==> config.mk <==
export PLATFORM = sky130hd
export DESIGN_NAME = sorted_vector_streamer_flat
export DESIGN_NICKNAME = d
export VERILOG_FILES = /design/src/rtl/sorted_vector_streamer_if.sv /design/src/rtl/sorted_vector_streamer.sv /design/src/flat_wrapper.sv
export SDC_FILE = /design/constraint.sdc
export NUM_CORES = 1
export LEC_CHECK = 0
export ABC_AREA = 1
export BUFFER_PORTS_ARGS = -buffer_cell sky130_fd_sc_hd__buf_4
export CELL_PAD_IN_SITES_DETAIL_PLACEMENT = 1
export CELL_PAD_IN_SITES_GLOBAL_PLACEMENT = 1
export CORE_MARGIN = 10
export CORE_UTILIZATION = 35
export DETAILED_ROUTE_END_ITERATION = 7
export PLACE_DENSITY = 0.72
export RECOVER_POWER = 100
export SETUP_SLACK_MARGIN = 0.3
export SYNTH_ARGS = -nofsm -noshare
export SYNTH_HDL_FRONTEND = slang
export SYNTH_SLANG_ARGS = --single-unit
export TNS_END_PERCENT = 20
==> constraint.sdc <==
create_clock -name clk -period 1.45 [get_ports clk]
set_clock_uncertainty 0.1 [all_clocks]
set_input_delay 0.29 -clock clk [delete_from_list [all_inputs] [get_ports clk]]
set_output_delay 0.29 -clock clk [all_outputs]
set_load 0.01 [all_outputs]
==> src/rtl/sorted_vector_streamer_if.sv <==
// rtl/sorted_vector_streamer_if.sv - vector-in / element-out handshake bundle for the streamer
interface sorted_vector_streamer_if #(
  parameter int WIDTH = 3,
  parameter int N     = 8,
  parameter int IDXW  = $clog2(N)
) ();
  logic                 in_valid;
  logic                 in_ready;
  logic [N*WIDTH-1:0]   in_data;
  logic                 out_valid;
  logic                 out_ready;
  logic [WIDTH-1:0]     out_data;
  logic [IDXW-1:0]      out_idx;
  logic                 out_last;
  logic                 order_err;

  // Producer of vectors and consumer of elements (the surrounding logic).
  modport master (
    output in_valid, in_data, out_ready,
    input  in_ready, out_valid, out_data, out_idx, out_last, order_err
  );

  // The streamer itself.
  modport slave (
    input  in_valid, in_data, out_ready,
    output in_ready, out_valid, out_data, out_idx, out_last, order_err
  );
endinterface

==> src/rtl/sorted_vector_streamer.sv <==
// rtl/sorted_vector_streamer.sv - streams a sorted N-element vector one element per beat with order check
module sorted_vector_streamer #(
  parameter int WIDTH = 3,
  parameter int N     = 8,
  parameter int IDXW  = $clog2(N)
) (
  input  logic                    clk,
  input  logic                    rst_n,
  sorted_vector_streamer_if.slave bus
);

  typedef enum logic {
    IDLE   = 1'b0,
    STREAM = 1'b1
  } state_t;

  localparam logic [IDXW-1:0] LAST_IDX = IDXW'(N - 1);

  state_t               state_q, state_d;
  logic [N*WIDTH-1:0]   vec_q, vec_d;
  logic [IDXW-1:0]      idx_q, idx_d;
  logic                 err_q, err_d;

  logic                 streaming;
  logic                 at_last;
  logic                 beat_done;
  logic                 in_ready_w;
  logic                 capture;
  logic                 in_err;

  assign streaming = (state_q == STREAM);
  assign at_last   = streaming && (idx_q == LAST_IDX);
  assign beat_done = streaming && bus.out_ready;
  assign capture   = bus.in_valid && in_ready_w;

  // Flag the incoming vector if any neighbouring pair steps downward.
  always_comb begin
    in_err = 1'b0;
    for (int k = 0; k < N - 1; k++) begin
      if (bus.in_data[(k+1)*WIDTH +: WIDTH] < bus.in_data[k*WIDTH +: WIDTH]) begin
        in_err = 1'b1;
      end
    end
  end

  // State register; reset drops any vector still being streamed.
  always_ff @(posedge clk or negedge rst_n) begin
    if (!rst_n) begin
      state_q <= IDLE;
    end else begin
      state_q <= state_d;
    end
  end

  // Next state: a last beat either chains straight into a new vector or returns to idle.
  always_comb begin
    state_d = state_q;
    case (state_q)
      IDLE: begin
        if (capture) state_d = STREAM;
      end
      STREAM: begin
        if (beat_done && at_last && !capture) state_d = IDLE;
      end
      default: state_d = IDLE;
    endcase
  end

  // Outputs: element select by rank, and acceptance of a new vector on the final beat.
  always_comb begin
    in_ready_w    = (state_q == IDLE) || (beat_done && at_last);
    bus.in_ready  = in_ready_w;
    bus.out_valid = streaming;
    bus.out_data  = streaming ? vec_q[int'(idx_q)*WIDTH +: WIDTH] : '0;
    bus.out_idx   = idx_q;
    bus.out_last  = at_last;
    bus.order_err = streaming && err_q;
  end

  // Datapath next values: capture restarts the rank, a non-final beat advances it.
  always_comb begin
    vec_d = vec_q;
    idx_d = idx_q;
    err_d = err_q;
    if (capture) begin
      vec_d = bus.in_data;
      idx_d = '0;
      err_d = in_err;
    end else if (beat_done && !at_last) begin
      idx_d = idx_q + 1'b1;
    end
  end

  // Datapath registers.
  always_ff @(posedge clk or negedge rst_n) begin
    if (!rst_n) begin
      vec_q <= '0;
      idx_q <= '0;
      err_q <= 1'b0;
    end else begin
      vec_q <= vec_d;
      idx_q <= idx_d;
      err_q <= err_d;
    end
  end

endmodule

==> src/flat_wrapper.sv <==
// flat-port wrapper written by rule: the top's interface ports become plain ports
module sorted_vector_streamer_flat 
#(
  parameter int WIDTH = 3,
  parameter int N     = 8,
  parameter int IDXW  = $clog2(N)
)
  (clk, rst_n, bus_in_valid, bus_in_data, bus_out_ready, bus_in_ready, bus_out_valid, bus_out_data, bus_out_idx, bus_out_last, bus_order_err);
  sorted_vector_streamer_if #(.WIDTH(WIDTH), .N(N), .IDXW(IDXW)) bus_i ();
  input  logic clk;
  input  logic rst_n;
  input wire logic [$bits(bus_i.in_valid)-1:0] bus_in_valid;
  input wire logic [$bits(bus_i.in_data)-1:0] bus_in_data;
  input wire logic [$bits(bus_i.out_ready)-1:0] bus_out_ready;
  output wire logic [$bits(bus_i.in_ready)-1:0] bus_in_ready;
  output wire logic [$bits(bus_i.out_valid)-1:0] bus_out_valid;
  output wire logic [$bits(bus_i.out_data)-1:0] bus_out_data;
  output wire logic [$bits(bus_i.out_idx)-1:0] bus_out_idx;
  output wire logic [$bits(bus_i.out_last)-1:0] bus_out_last;
  output wire logic [$bits(bus_i.order_err)-1:0] bus_order_err;
  assign bus_i.in_valid = bus_in_valid;
  assign bus_i.in_data = bus_in_data;
  assign bus_i.out_ready = bus_out_ready;
  assign bus_in_ready = bus_i.in_ready;
  assign bus_out_valid = bus_i.out_valid;
  assign bus_out_data = bus_i.out_data;
  assign bus_out_idx = bus_i.out_idx;
  assign bus_out_last = bus_i.out_last;
  assign bus_order_err = bus_i.order_err;
  sorted_vector_streamer #(.WIDTH(WIDTH), .N(N), .IDXW(IDXW)) u_core (.clk(clk), .rst_n(rst_n), .bus(bus_i));
endmodule
==> results of run 1 <==
## where the power goes
group | internal, uW | switching, uW | total (uW) | leakage (uW)
Combinational | 1080 | 1090 | 2170 | 0.000958
Clock | 428 | 314 | 742 | 0.0000542
Sequential | 1180 | 287 | 1460 | 0.000355
Total | 2680 | 1690 | 4370 | 0.00137
## worst min-delay path by stage
stage	startpoint	end	slack (ns)
6_report	bus_in_data[23]	u_core.vec_q[23]$_DFFE_PN0P_	0.13
5_1_grt	bus_in_data[23]	u_core.vec_q[23]$_DFFE_PN0P_	0.13
3_3_place_gp	rst_n	u_core.vec_q[22]$_DFFE_PN0P_	0.14
2_1_floorplan	rst_n	u_core.bus.out_idx[0]$_DFFE_PN0P_	-0.11
4_1_cts	bus_in_data[0]	u_core.vec_q[0]$_DFFE_PN0P_	0.12
3_5_place_dp	rst_n	u_core.bus.out_valid$_DFF_PN0_	0.14
## cells in the mapped netlist (all sizes together)
library cell	instances	share of area, %
nand2	63	14
o21ai	35	10
inv	30	6.4
dfrtp	29	41
nor2	26	5.5
ha	16	11
a21oi	8	2.3
buf	8	3.8
nand3	7	2.3
o211ai	3	1.3
o22ai	3	1.1
o21a	1	0.43
## kinds of logic after synthesis
logic type,after synthesis
adder cells (fa/ha/maj),16
flip-flops,29
AO/OA/AOI/OAI,50
AND/OR/NAND/NOR,96
buffers and inverters,38
## cell usage in the layout (no fill, tap or decap)
master,netlist,final
sky130_fd_sc_hd__nand2_1,61,51
sky130_fd_sc_hd__buf_4,2,38
sky130_fd_sc_hd__dfrtp_1,29,28
sky130_fd_sc_hd__inv_1,30,26
sky130_fd_sc_hd__o21ai_1,3,23
sky130_fd_sc_hd__nor2_1,26,21
sky130_fd_sc_hd__ha_1,16,14
sky130_fd_sc_hd__buf_6,2,11
sky130_fd_sc_hd__nand2_2,1,8
sky130_fd_sc_hd__a21oi_1,8,8
sky130_fd_sc_hd__o21ai_0,30,7
sky130_fd_sc_hd__clkbuf_8,0,7
sky130_fd_sc_hd__nand3_1,6,6
sky130_fd_sc_hd__nor2_2,0,5
sky130_fd_sc_hd__o21ai_2,2,5
sky130_fd_sc_hd__buf_12,0,4
sky130_fd_sc_hd__inv_2,0,3
sky130_fd_sc_hd__o22ai_1,3,3
sky130_fd_sc_hd__o211ai_1,3,3
sky130_fd_sc_hd__nand2_4,1,3
sky130_fd_sc_hd__ha_4,0,2
sky130_fd_sc_hd__buf_16,0,2
sky130_fd_sc_hd__nand2_8,0,1
sky130_fd_sc_hd__inv_6,0,1
sky130_fd_sc_hd__o21a_1,1,1
sky130_fd_sc_hd__nand3_2,1,1
sky130_fd_sc_hd__clkinv_2,0,1
sky130_fd_sc_hd__dlygate4sd3_1,0,1
sky130_fd_sc_hd__clkbuf_2,0,1
sky130_fd_sc_hd__buf_8,1,1
sky130_fd_sc_hd__dfrtp_2,0,1
## registers in the layout (all words and copies together), names as in the netlist
name / flops
u_core.err_q: 1
u_core.bus.out_valid: 1
u_core.bus.out_idx: 3
u_core.vec_q: 24
## routing by layer
layer	part of all wire (%)	up-vias	wire (um)	track usage, %
li1	-	852	-	-
met1	46	807	2380	15.4
met2	47	40	2440	20.2
met3	3.8	10	194	2.80
met4	2.7	0	141	4.70
met5	0	-	0	0
## per-stage QoR
stage	setup WS (ns)	setup TNS (ns)	total power, uW
6_report	-0.431	-7.63	4370
5_1_grt	-0.540	-10.31	4770
4_1_cts	-0.441	-6.44	4290
3_5_place_dp	-0.178	-3.12	3320
3_3_place_gp	-0.175	-2.42	3280
2_1_floorplan	-0.0693	-1.25	2520
## worst reg2reg max path: cells and delay by family (launching register included)
family          cells  cell delay (ns)
compound gates      1             0.07
fa+ha+maj           2             0.34
buf+inv             3             0.36
flops               1             0.46
simple gates        4             0.28
## layout make-up
class | count | area [um^2] | area share [%]
clock buffer | 7 | 96.3 | 3.77
clock inverter | 1 | 5.00 | 0.196
inverter | 30 | 118 | 4.60
multi-input combinational | 162 | 953 | 37.3
sequential | 29 | 727 | 28.4
tap | 67 | 83.8 | 3.28
timing repair buffer | 58 | 574 | 22.5
## repair_timing
action / CTS / global route
pin swaps: 2 / 5
buffers inserted: 2 / 3
hold endpoints to repair: 29 / 0
hold buffers: 1 / 0
gates resized for setup: 40 / 17
endpoints found under the setup margin: 39 / 39
gates cloned: 2 / 0
==> impl_metrics.prom, run 1 <==
# TYPE chip_impl_metric gauge
chip_impl_info{name="critical_path.top_delay_family",value="flip-flops"} 1
chip_impl_metric{name="final.period_utilization",unit="%"} 130
chip_impl_metric{name="n_fill_cell",unit=""} 610
chip_impl_metric{name="layoutNonFillerInstCount",unit=""} 354
chip_impl_metric{name="place.gp.congestion",unit=""} 0.725
chip_impl_info{name="worstReg2RegStart",value="u_core.bus.out_idx[0]$_DFFE_PN0P_"} 1
chip_impl_info{name="worstSetupPathType",value="reg -> out"} 1
chip_impl_metric{name="vias",unit=""} 1709
chip_impl_metric{name="first_pass_grt_wire_length",unit="um"} 8560
chip_impl_info{name="crit_path_end",value="bus_out_data[0]"} 1
chip_impl_metric{name="slew_viol_final",unit=""} 0
chip_impl_metric{name="cts-root-to-sink-buffers",unit=""} 2
chip_impl_metric{name="dpl.cell_count",unit=""} 338
chip_impl_metric{name="synth_cell_type_count",unit=""} 20
chip_impl_metric{name="clk_pin_slew_worst_paths",unit="ns"} 0.06
chip_impl_info{name="violations",value="setup timing"} 1
chip_impl_metric{name="hold_path_depth",unit=""} 3
chip_impl_info{name="path_cells",value="buf_12 -> nor2_2 -> nor2_1 -> o21ai_1 -> o211ai_1 -> nand2_1 -> nor2_2 -> buf_6"} 1
chip_impl_metric{name="first_global_vias",unit=""} 1841
chip_impl_metric{name="final-setup-viol-count",unit=""} 34
chip_impl_metric{name="grt_remaining_overflow",unit=""} 0
chip_impl_metric{name="placed_cell_area",unit="um^2"} 2210
chip_impl_metric{name="synth_cells",unit=""} 229
chip_impl_metric{name="stdcell_area",unit="um^2"} 2560
chip_impl_metric{name="max_freq",unit="MHz"} 532
chip_impl_metric{name="drt_pass1_iterations",unit=""} 4
chip_impl_metric{name="final_net_count",unit=""} 330
chip_impl_metric{name="setup_slack_of_the_worst_register_to_register_path",unit="ns"} -0.25
chip_impl_metric{name="clk-insertion-delay-late",unit="ns"} 0.28
chip_impl_metric{name="synth_simple_gate_area_share",unit="%"} 21.8
chip_impl_metric{name="ir_worst_vdd",unit="mV"} 0.608
chip_impl_metric{name="routed_via_density",unit=""} 4.83
chip_impl_info{name="cts_tree",value="yes"} 1
chip_impl_metric{name="report.final.hold_viol_count",unit=""} 0
chip_impl_metric{name="cp_data_required_time",unit="ns"} 1.06
chip_impl_metric{name="min_period",unit="ns"} 1.88
chip_impl_metric{name="synth-compound-area-share",unit="%"} 15.4
chip_impl_metric{name="die-width",unit="um"} 90.9
chip_impl_metric{name="ys.warnings.count",unit=""} 0
chip_impl_metric{name="xor_and_xnor_area_share_after_synthesis",unit="%"} 0
chip_impl_metric{name="synthAdderAreaFrac",unit="%"} 11.4
chip_impl_metric{name="critical_path_cell_count",unit=""} 8
chip_impl_metric{name="avgSynthCellArea",unit="um^2"} 7.69
chip_impl_metric{name="num_io_pins",unit=""} 38
chip_impl_info{name="critical_path.endpoint_type",value="output pin"} 1
chip_impl_info{name="worst_r2r_end",value="u_core.vec_q[14]$_DFFE_PN0P_"} 1
chip_impl_metric{name="die-area",unit="um^2"} 8270
chip_impl_metric{name="ys_seq_area_share",unit="%"} 41.2
chip_impl_metric{name="total_leakage_power",unit="uW"} 0.00137
chip_impl_metric{name="reg2regPathDepth",unit=""} 10
chip_impl_metric{name="route.final.wire_length",unit="um"} 5160
chip_impl_metric{name="synth_fp_nets",unit=""} 273
chip_impl_metric{name="cts-buffers-inserted",unit=""} 5
chip_impl_info{name="critPathLaunch",value="u_core.bus.out_idx[0]$_DFFE_PN0P_"} 1
chip_impl_metric{name="timing.hold.ws",unit="ns"} 0.133
chip_impl_metric{name="initial_standard_cell_utilization_of_the_core",unit="%"} 36.8
chip_impl_metric{name="gr-usage-all-layers",unit="%"} 12.4
chip_impl_metric{name="ys_seq_elements",unit=""} 29
chip_impl_info{name="run_status",value="finished with violations"} 1
chip_impl_info{name="cts-root-buf",value="sky130_fd_sc_hd__clkbuf_8"} 1
chip_impl_metric{name="critical_path_peak_fanout",unit=""} 12
chip_impl_metric{name="die_h",unit="um"} 90.9
chip_impl_metric{name="core_area",unit="um^2"} 4790
chip_impl_metric{name="port_buffers",unit=""} 37
chip_impl_info{name="cpMostUsedCell",value="sky130_fd_sc_hd__nor2_2"} 1
chip_impl_metric{name="layout_cells_sized_above_1",unit="%"} 33.1
chip_impl_info{name="worst_min_delay_path_class",value="in -> reg"} 1
chip_impl_info{name="critPathLaunchType",value="flop"} 1
chip_impl_metric{name="post-route-drc-count",unit=""} 0
chip_impl_metric{name="buffers_plus_inverters_on_the_worst_setup_path",unit=""} 2
chip_impl_metric{name="1st_iter_drt_viols",unit=""} 77
chip_impl_metric{name="finish.utilization",unit="%"} 53.4
chip_impl_metric{name="grt_max_degree",unit=""} 30
chip_impl_metric{name="p_per_area",unit="nW/um^2"} 1710
chip_impl_metric{name="pin_slew_with_the_least_headroom_to_its_limit",unit="ns"} 0.740
chip_impl_metric{name="max_slew_margin",unit="%"} 50.7
chip_impl_metric{name="clock_sinks",unit=""} 29
chip_impl_metric{name="htreeDepth",unit=""} 2
chip_impl_metric{name="synthesis.area",unit="um^2"} 1760
chip_impl_info{name="synth_top_family_by_area",value="simple AND/OR/NAND/NOR gates"} 1
chip_impl_metric{name="timing.final.ws_setup",unit="ns"} -0.431
chip_impl_info{name="timing.critical_path.slowest_stage_cell",value="sky130_fd_sc_hd__dfrtp_2"} 1
chip_impl_metric{name="post_drt_wl_per_cell",unit="um"} 14.6
chip_impl_metric{name="crit_path_max_incr_delay",unit="ns"} 0.46
chip_impl_metric{name="antenna_cells",unit=""} 0
chip_impl_metric{name="muxShareOfSynthArea",unit="%"} 0
chip_impl_metric{name="grt_antenna_before_repair",unit=""} 0
chip_impl_info{name="grt_setup_unrepaired",value="true"} 1
chip_impl_metric{name="crit_arrival",unit="ns"} 1.49
chip_impl_metric{name="place.detailed.hpwl",unit="um"} 3780
chip_impl_metric{name="final_antenna_net_count",unit=""} 0
chip_impl_metric{name="syn_to_final_growth",unit="%"} 45.2
chip_impl_metric{name="placement_rows",unit=""} 25
chip_impl_metric{name="max_cap_viol",unit=""} 0
Note: power is estimated with default switching activity, not from simulation.
==> run 2, diff against run 1 <==
--- a/config.mk
+++ b/config.mk
@@ -11,6 +11,7 @@
 export CELL_PAD_IN_SITES_GLOBAL_PLACEMENT = 1
 export CORE_MARGIN = 10
 export CORE_UTILIZATION = 35
+export CTS_BUF_LIST = sky130_fd_sc_hd__clkbuf_16
 export DETAILED_ROUTE_END_ITERATION = 7
 export PLACE_DENSITY = 0.72
 export RECOVER_POWER = 100
==> run 2 against run 1 <==
Effect of this change: sequential share of layout area fell by 0.097 points; clock power is 31% higher; core utilization grew 0.18 points; design area grew 0.34%; total power is 5.2% higher; cell count down 0.56%; the flow still finishes with violations (setup timing); critical path depth stayed put; via count fell by 0.64%.
==> impl_metrics.prom, run 2 (synthesized netlist as in run 1, its figures left out) <==
# TYPE chip_impl_metric gauge
chip_impl_metric{name="route.final.wire_length",unit="um"} 5140
chip_impl_metric{name="final-setup-viol-count",unit=""} 33
chip_impl_info{name="final_common_cell",value="sky130_fd_sc_hd__nand2_1"} 1
chip_impl_metric{name="dpl.cell_count",unit=""} 338
chip_impl_metric{name="1st_iter_drt_viols",unit=""} 64
chip_impl_metric{name="first_global_vias",unit=""} 1831
chip_impl_metric{name="clk_pin_slew_worst_paths",unit="ns"} 0.05
chip_impl_metric{name="die_h",unit="um"} 90.9
chip_impl_info{name="cts_tree",value="yes"} 1
chip_impl_metric{name="n_fill_cell",unit=""} 596
chip_impl_metric{name="min_period",unit="ns"} 1.88
chip_impl_metric{name="max_slew_margin",unit="%"} 50.9
chip_impl_metric{name="pin_slew_with_the_least_headroom_to_its_limit",unit="ns"} 0.736
chip_impl_metric{name="cts-root-to-sink-buffers",unit=""} 2
chip_impl_metric{name="post_drt_wl_per_cell",unit="um"} 14.6
chip_impl_metric{name="report.final.hold_viol_count",unit=""} 0
chip_impl_metric{name="layoutNonFillerInstCount",unit=""} 352
chip_impl_metric{name="place.gp.congestion",unit=""} 0.725
chip_impl_info{name="worstHoldStart",value="bus_in_data[0]"} 1
chip_impl_metric{name="cp_data_required_time",unit="ns"} 1.06
chip_impl_metric{name="grt_remaining_overflow",unit=""} 0
chip_impl_metric{name="crit_arrival",unit="ns"} 1.49
chip_impl_info{name="cts-root-buf",value="sky130_fd_sc_hd__clkbuf_16"} 1
chip_impl_info{name="worst_min_delay_path_class",value="in -> reg"} 1
chip_impl_metric{name="grt_max_degree",unit=""} 30
chip_impl_info{name="critical_path.endpoint_type",value="output pin"} 1
chip_impl_metric{name="place.detailed.hpwl",unit="um"} 3780
chip_impl_metric{name="critical_path_peak_fanout",unit=""} 12
chip_impl_metric{name="layout_cells_sized_above_1",unit="%"} 31.9
chip_impl_metric{name="timing.setup.tns",unit="ns"} -4.63
chip_impl_info{name="commonest_non_fill_non_tap_cells_in_the_layout",value="sky130_fd_sc_hd__nand2_1 (51), sky130_fd_sc_hd__buf_4 (39), sky130_fd_sc_hd__inv_1 (28), sky130_fd_sc_hd__dfrtp_1 (28)"} 1
chip_impl_metric{name="clock_sinks",unit=""} 29
chip_impl_info{name="worstReg2RegStart",value="u_core.bus.out_idx[0]$_DFFE_PN0P_"} 1
chip_impl_metric{name="max_freq",unit="MHz"} 531
chip_impl_metric{name="post-route-drc-count",unit=""} 0
chip_impl_info{name="whs_endpoint",value="u_core.vec_q[0]$_DFFE_PN0P_"} 1
chip_impl_metric{name="syn_to_final_growth",unit="%"} 45.7
chip_impl_info{name="violations",value="setup timing"} 1
chip_impl_info{name="grt_setup_unrepaired",value="true"} 1
chip_impl_metric{name="vias",unit=""} 1698
chip_impl_metric{name="final.period_utilization",unit="%"} 130
chip_impl_metric{name="antenna_cells",unit=""} 0
chip_impl_metric{name="placement_rows",unit=""} 25
chip_impl_metric{name="total_leakage_power",unit="uW"} 0.00137
chip_impl_metric{name="die-width",unit="um"} 90.9
chip_impl_info{name="top_register",value="u_core.vec_q"} 1
chip_impl_info{name="worst_r2r_end",value="u_core.vec_q[3]$_DFFE_PN0P_"} 1
chip_impl_metric{name="routed_via_density",unit=""} 4.82
chip_impl_metric{name="largest_register_ff_count",unit=""} 24
chip_impl_metric{name="cts-buffers-inserted",unit=""} 5
chip_impl_metric{name="reg2regPathDepth",unit=""} 8
chip_impl_info{name="worstSetupPathType",value="reg -> out"} 1
chip_impl_metric{name="first_pass_grt_wire_length",unit="um"} 8780
chip_impl_metric{name="gr-usage-all-layers",unit="%"} 12.8
chip_impl_metric{name="die-area",unit="um^2"} 8270
chip_impl_info{name="critPathLaunchType",value="flop"} 1
chip_impl_metric{name="max_cap_viol",unit=""} 0
chip_impl_metric{name="grt_antenna_before_repair",unit=""} 0
chip_impl_metric{name="drt_pass1_iterations",unit=""} 4
chip_impl_metric{name="slew_viol_final",unit=""} 0
chip_impl_info{name="run_status",value="finished with violations"} 1
chip_impl_metric{name="timing.final.ws_setup",unit="ns"} -0.434
chip_impl_metric{name="num_io_pins",unit=""} 38
chip_impl_metric{name="p_per_area",unit="nW/um^2"} 1790
chip_impl_metric{name="setup_slack_of_the_worst_register_to_register_path",unit="ns"} -0.15
chip_impl_metric{name="clk-insertion-delay-late",unit="ns"} 0.28
chip_impl_metric{name="htreeDepth",unit=""} 2
chip_impl_metric{name="port_buffers",unit=""} 37
chip_impl_metric{name="final_net_count",unit=""} 328
chip_impl_metric{name="hold_path_depth",unit=""} 3
chip_impl_metric{name="core_area",unit="um^2"} 4790
chip_impl_metric{name="initial_standard_cell_utilization_of_the_core",unit="%"} 36.8
chip_impl_metric{name="final_antenna_net_count",unit=""} 0
chip_impl_metric{name="ir_worst_vdd",unit="mV"} 0.694
-- run 2: timing repair --
item                                    4_1_cts  5_1_grt
endpoints found under the setup margin       39       39
endpoints found under the hold margin        29        0
pin swaps                                     1        1
resized for setup                            28       22
gates cloned                                  3        0
buffers inserted                              1        1
hold buffers                                  1        0
-- run 2: power by group --
| group | switching [uW] | total, uW | internal (uW) |
|---|---|---|---|
| Clock | 357 | 975 | 619 |
| Sequential | 301 | 1480 | 1180 |
| Combinational | 1070 | 2150 | 1080 |
| Total | 1730 | 4600 | 2870 |
-- run 2: per-layer routing --
metal	vias up	wire (um)	global-route usage, %
met3	7	189	2.80
met4	0	94	5.09
li1	847	-	-
met2	32	2500	20.2
met5	-	0	0
met1	812	2360	16.5
-- run 2: area by class of cell --
type                            instances  area, um^2  area share, %
Clock inverter                          3        12.5          0.488
Inverter                               30         113           4.39
Multi-Input combinational cell        162         960           37.4
Tap cell                               67        83.8           3.27
Timing Repair Buffer                   56         546           21.3
Sequential cell                        29         727           28.3
Clock buffer                            5         125           4.88
-- run 2: critical path, cell delays in order, from the launching register on --
cell,delay [ns]
sky130_fd_sc_hd__dfrtp_2,0.44
sky130_fd_sc_hd__buf_12,0.15
sky130_fd_sc_hd__nor2_2,0.04
sky130_fd_sc_hd__nor2_1,0.12
sky130_fd_sc_hd__o21ai_1,0.09
sky130_fd_sc_hd__o211ai_1,0.09
sky130_fd_sc_hd__nand2_1,0.08
sky130_fd_sc_hd__nor2_2,0.10
sky130_fd_sc_hd__buf_6,0.11
-- run 2: stage by stage --
step | hold slack (ns) | area (um^2) | setup slack (ns) | total power [uW] | util [%]
after floorplan | -0.106 | 1800 | -0.0693 | 2520 | -
after global placement | 0.141 | 2210 | -0.175 | 3280 | 46.1
after detailed placement | 0.144 | 2210 | -0.178 | 3320 | 46.1
after CTS | 0.143 | 2520 | -0.442 | 4490 | 52.7
after global routing | 0.146 | 2570 | -0.521 | 4980 | 53.6
final | 0.123 | 2570 | -0.434 | 4600 | 53.6
-- run 2: how the worst max path moves through the flow --
stage / startpoint / end / slack (ns) / cells past startpoint
2_1_floorplan: u_core.bus.out_idx[0]$_DFFE_PN0P_ / u_core.vec_q[17]$_DFFE_PN0P_ / -0.07 / 9
3_3_place_gp: u_core.bus.out_idx[0]$_DFFE_PN0P_ / bus_out_data[1] / -0.18 / 7
3_5_place_dp: u_core.bus.out_idx[0]$_DFFE_PN0P_ / bus_out_data[1] / -0.18 / 7
4_1_cts: u_core.bus.out_idx[0]$_DFFE_PN0P_ / bus_out_data[2] / -0.44 / 7
5_1_grt: u_core.bus.out_idx[0]$_DFFE_PN0P_ / bus_out_data[0] / -0.52 / 8
6_report: u_core.bus.out_idx[0]$_DFFE_PN0P_ / bus_out_data[0] / -0.43 / 8
==> run 3, diff against run 2 <==
--- a/config.mk
+++ b/config.mk
@@ -6,14 +6,14 @@
 export NUM_CORES = 1
 export LEC_CHECK = 0
 export ABC_AREA = 1
-export BUFFER_PORTS_ARGS = -buffer_cell sky130_fd_sc_hd__buf_4
+export BUFFER_PORTS_ARGS = -buffer_cell sky130_fd_sc_hd__buf_2
 export CELL_PAD_IN_SITES_DETAIL_PLACEMENT = 1
 export CELL_PAD_IN_SITES_GLOBAL_PLACEMENT = 1
 export CORE_MARGIN = 10
-export CORE_UTILIZATION = 35
+export CORE_UTILIZATION = 42
 export CTS_BUF_LIST = sky130_fd_sc_hd__clkbuf_16
 export DETAILED_ROUTE_END_ITERATION = 7
-export PLACE_DENSITY = 0.72
+export PLACE_DENSITY = 0.81
 export RECOVER_POWER = 100
 export SETUP_SLACK_MARGIN = 0.3
 export SYNTH_ARGS = -nofsm -noshare
==> constraint.sdc (replaced) <==
create_clock -name clk -period 2.4 [get_ports clk]
set_clock_uncertainty 0.1 [all_clocks]
set_input_delay 0.48 -clock clk [delete_from_list [all_inputs] [get_ports clk]]
set_output_delay 0.48 -clock clk [all_outputs]
set_load 0.01 [all_outputs]
==> run 3 against run 2 <==
Effect of this change: the run ends with capacitance limit, slew limit left; sequential power fell by 40%; sequential share of layout area rose by 5.6 points; flip-flop and latch count did not move; register-to-register slack improved by 0.51 ns; setup slack improved by 0.58 ns; die area fell by 13%; worst hold slack improved by 0.21 ns; non-clock buffer count fell by 11; clock-buffer cell count did not move; via count fell by 1.1%; combinational power fell by 52%; largest cell class unchanged; largest power group unchanged.
==> impl_metrics.prom, run 3 (synthesized netlist as in run 1, its figures left out) <==
# TYPE chip_impl_metric gauge
chip_impl_info{name="worstReg2RegStart",value="u_core.bus.out_idx[0]$_DFFE_PN0P_"} 1
chip_impl_info{name="critical_path.top_delay_family",value="buffers and inverters"} 1
chip_impl_metric{name="timing.final.ws_setup",unit="ns"} 0.151
chip_impl_metric{name="post-route-drc-count",unit=""} 0
chip_impl_metric{name="final_antenna_net_count",unit=""} 0
chip_impl_info{name="top_register",value="u_core.vec_q"} 1
chip_impl_info{name="worstSetupPathType",value="reg -> out"} 1
chip_impl_metric{name="crit_arrival",unit="ns"} 1.67
chip_impl_info{name="violations",value="capacitance limit, slew limit"} 1
chip_impl_metric{name="layout_cells_sized_above_1",unit="%"} 18.5
chip_impl_info{name="critPathLaunch",value="u_core.bus.out_idx[0]$_DFFE_PN0P_"} 1
chip_impl_metric{name="vias",unit=""} 1679
chip_impl_info{name="cts-root-buf",value="sky130_fd_sc_hd__clkbuf_16"} 1
chip_impl_metric{name="cp_data_required_time",unit="ns"} 1.82
chip_impl_metric{name="buffers_plus_inverters_on_the_worst_setup_path",unit=""} 3
chip_impl_metric{name="syn_to_final_growth",unit="%"} 21.6
chip_impl_metric{name="max_slew_margin",unit="%"} -7.14
chip_impl_info{name="cts_tree",value="yes"} 1
chip_impl_metric{name="die-width",unit="um"} 84.8
chip_impl_metric{name="largest_register_ff_count",unit=""} 24
chip_impl_metric{name="final_net_count",unit=""} 318
chip_impl_info{name="timing.critical_path.slowest_stage_cell",value="sky130_fd_sc_hd__dfrtp_1"} 1
chip_impl_metric{name="max_cap_viol",unit=""} 1
chip_impl_metric{name="placement_rows",unit=""} 23
chip_impl_metric{name="hold_path_depth",unit=""} 3
chip_impl_metric{name="timing.setup.tns",unit="ns"} 0
chip_impl_info{name="commonest_non_fill_non_tap_cells_in_the_layout",value="sky130_fd_sc_hd__nand2_1 (62), sky130_fd_sc_hd__inv_1 (32), sky130_fd_sc_hd__buf_2 (32)"} 1
chip_impl_metric{name="gr-usage-all-layers",unit="%"} 15.0
chip_impl_metric{name="critical_path_cell_count",unit=""} 7
chip_impl_info{name="critPathLaunchType",value="flop"} 1
chip_impl_metric{name="first_global_vias",unit=""} 1847
chip_impl_metric{name="1st_iter_drt_viols",unit=""} 88
chip_impl_metric{name="clk-insertion-delay-late",unit="ns"} 0.28
chip_impl_metric{name="grt_remaining_overflow",unit=""} 0
chip_impl_metric{name="slew_viol_final",unit=""} 30
chip_impl_metric{name="total_leakage_power",unit="uW"} 0.00122
chip_impl_metric{name="min_period",unit="ns"} 2.25
chip_impl_metric{name="critical_path_peak_fanout",unit=""} 7
chip_impl_metric{name="crit_path_max_incr_delay",unit="ns"} 0.43
chip_impl_metric{name="cts-root-to-sink-buffers",unit=""} 2
chip_impl_metric{name="clk_pin_slew_worst_paths",unit="ns"} 0.05
chip_impl_info{name="run_status",value="finished with violations"} 1
chip_impl_metric{name="grt_max_degree",unit=""} 35
chip_impl_metric{name="die-area",unit="um^2"} 7190
chip_impl_metric{name="num_io_pins",unit=""} 38
chip_impl_metric{name="grt_antenna_before_repair",unit=""} 0
chip_impl_info{name="path_cells",value="buf_6 -> clkinvlp_4 -> o21ai_1 -> o211ai_1 -> nand2_1 -> nor2_1 -> buf_2"} 1
chip_impl_metric{name="post_drt_wl_per_cell",unit="um"} 16.4
chip_impl_metric{name="clock_sinks",unit=""} 29
chip_impl_metric{name="pin_slew_with_the_least_headroom_to_its_limit",unit="ns"} 1.61
chip_impl_metric{name="first_pass_grt_wire_length",unit="um"} 8680
chip_impl_metric{name="drt_pass1_iterations",unit=""} 4
chip_impl_info{name="worst_min_delay_path_class",value="in -> reg"} 1
chip_impl_metric{name="initial_standard_cell_utilization_of_the_core",unit="%"} 43.7
chip_impl_metric{name="cts-buffers-inserted",unit=""} 5
chip_impl_metric{name="route.final.wire_length",unit="um"} 5320
chip_impl_metric{name="p_per_area",unit="nW/um^2"} 1180
chip_impl_info{name="grt_setup_unrepaired",value="true"} 1
chip_impl_metric{name="final-setup-viol-count",unit=""} 0
chip_impl_metric{name="reg2regPathDepth",unit=""} 8
chip_impl_metric{name="max_freq",unit="MHz"} 445
chip_impl_metric{name="core_area",unit="um^2"} 4030
chip_impl_metric{name="die_h",unit="um"} 84.8
chip_impl_metric{name="place.gp.congestion",unit=""} 0.836
chip_impl_info{name="final_common_cell",value="sky130_fd_sc_hd__nand2_1"} 1
chip_impl_metric{name="port_buffers",unit=""} 37
chip_impl_metric{name="antenna_cells",unit=""} 0
chip_impl_metric{name="place_ws",unit="ns"} 0.371
chip_impl_metric{name="final.period_utilization",unit="%"} 93.7
chip_impl_metric{name="report.final.hold_viol_count",unit=""} 0
chip_impl_metric{name="routed_via_density",unit=""} 5.17
chip_impl_metric{name="ir_worst_vdd",unit="mV"} 0.489
chip_impl_metric{name="htreeDepth",unit=""} 2
chip_impl_info{name="worstHoldStart",value="bus_in_data[23]"} 1
chip_impl_metric{name="place.detailed.hpwl",unit="um"} 3850
chip_impl_info{name="critical_path.endpoint_type",value="output pin"} 1
-- run 3: changes by cell type in the layout (fill, tap and decap cells not counted), sizes merged --
cell	change
buf	-14
bufbuf	-1
clkbuf	+5
clkinv	-3
clkinvlp	+2
dlygate4sd3	-1
inv	+2
-- run 3: final timing paths --
check                                                 end  slack (ns)
max                                       bus_out_data[2]        0.15
min                          u_core.vec_q[23]$_DFFE_PN0P_        0.33
max reg2reg                  u_core.vec_q[11]$_DFFE_PN0P_        0.36
min reg2reg                  u_core.vec_q[21]$_DFFE_PN0P_        0.39
max in group asynchronous     u_core.vec_q[8]$_DFFE_PN0P_        0.76
min in group asynchronous  u_core.bus.out_valid$_DFF_PN0_        0.49
-- run 3: cell type report --
type / count / area (um^2)
clock buffer: 5 / 125
clock inverter: 3 / 11.3
fill: 529 / 1890
inverter: 30 / 116
multi-input combinational: 162 / 855
sequential: 29 / 726
tap: 50 / 62.6
timing repair buffer: 45 / 239
timing repair inverter: 1 / 7.51
-- run 3: through the flow --
stage                     util, %  instances  cell area, um^2  total power [uW]  hold WS, ns
after detailed placement     48.8        311             1960              1790        0.378
after floorplan                 -        229             1760              1460       0.0844
after global placement       48.8        311             1960              1740        0.366
final                        53.2        325             2140              2520        0.333
after CTS                    53.5        325             2150              2490        0.160
after global routing         53.2        325             2140              2720        0.341
-- run 3: power breakdown --
| part | internal (uW) | leakage, uW | total, uW | switching (uW) |
|---|---|---|---|---|
| clock network | 372 | 0.0000776 | 590 | 219 |
| logic | 423 | 0.000782 | 1040 | 616 |
| registers | 710 | 0.000356 | 893 | 183 |
| total | 1500 | 0.00122 | 2520 | 1020 |
-- run 3: routing by layer --
metal  track usage (%)  wire length, um
met1              17.2             2370
met2              24.8             2600
met3              4.73              234
met4              6.74              112
met5                 0                0
-- run 3: worst reg2reg max path: stages (launching register included) --
cell	delay, ns
sky130_fd_sc_hd__dfrtp_1	0.44
sky130_fd_sc_hd__ha_1	0.23
sky130_fd_sc_hd__ha_1	0.22
sky130_fd_sc_hd__nand2_1	0.07
sky130_fd_sc_hd__nand2_1	0.10
sky130_fd_sc_hd__nand2_4	0.19
sky130_fd_sc_hd__buf_4	0.33
sky130_fd_sc_hd__nand2_1	0.11
sky130_fd_sc_hd__o21ai_0	0.13
-- run 3: repair_timing --
| action | in CTS | in global routing |
|---|---|---|
| cloned | 2 | 0 |
| hold buffers | 0 | 0 |
| endpoints found under the hold margin | 0 | 0 |
| endpoints found under the setup margin | 3 | 7 |
| pin swaps | 2 | 0 |
| setup buffers | 4 | 0 |
| resized for setup | 10 | 5 |
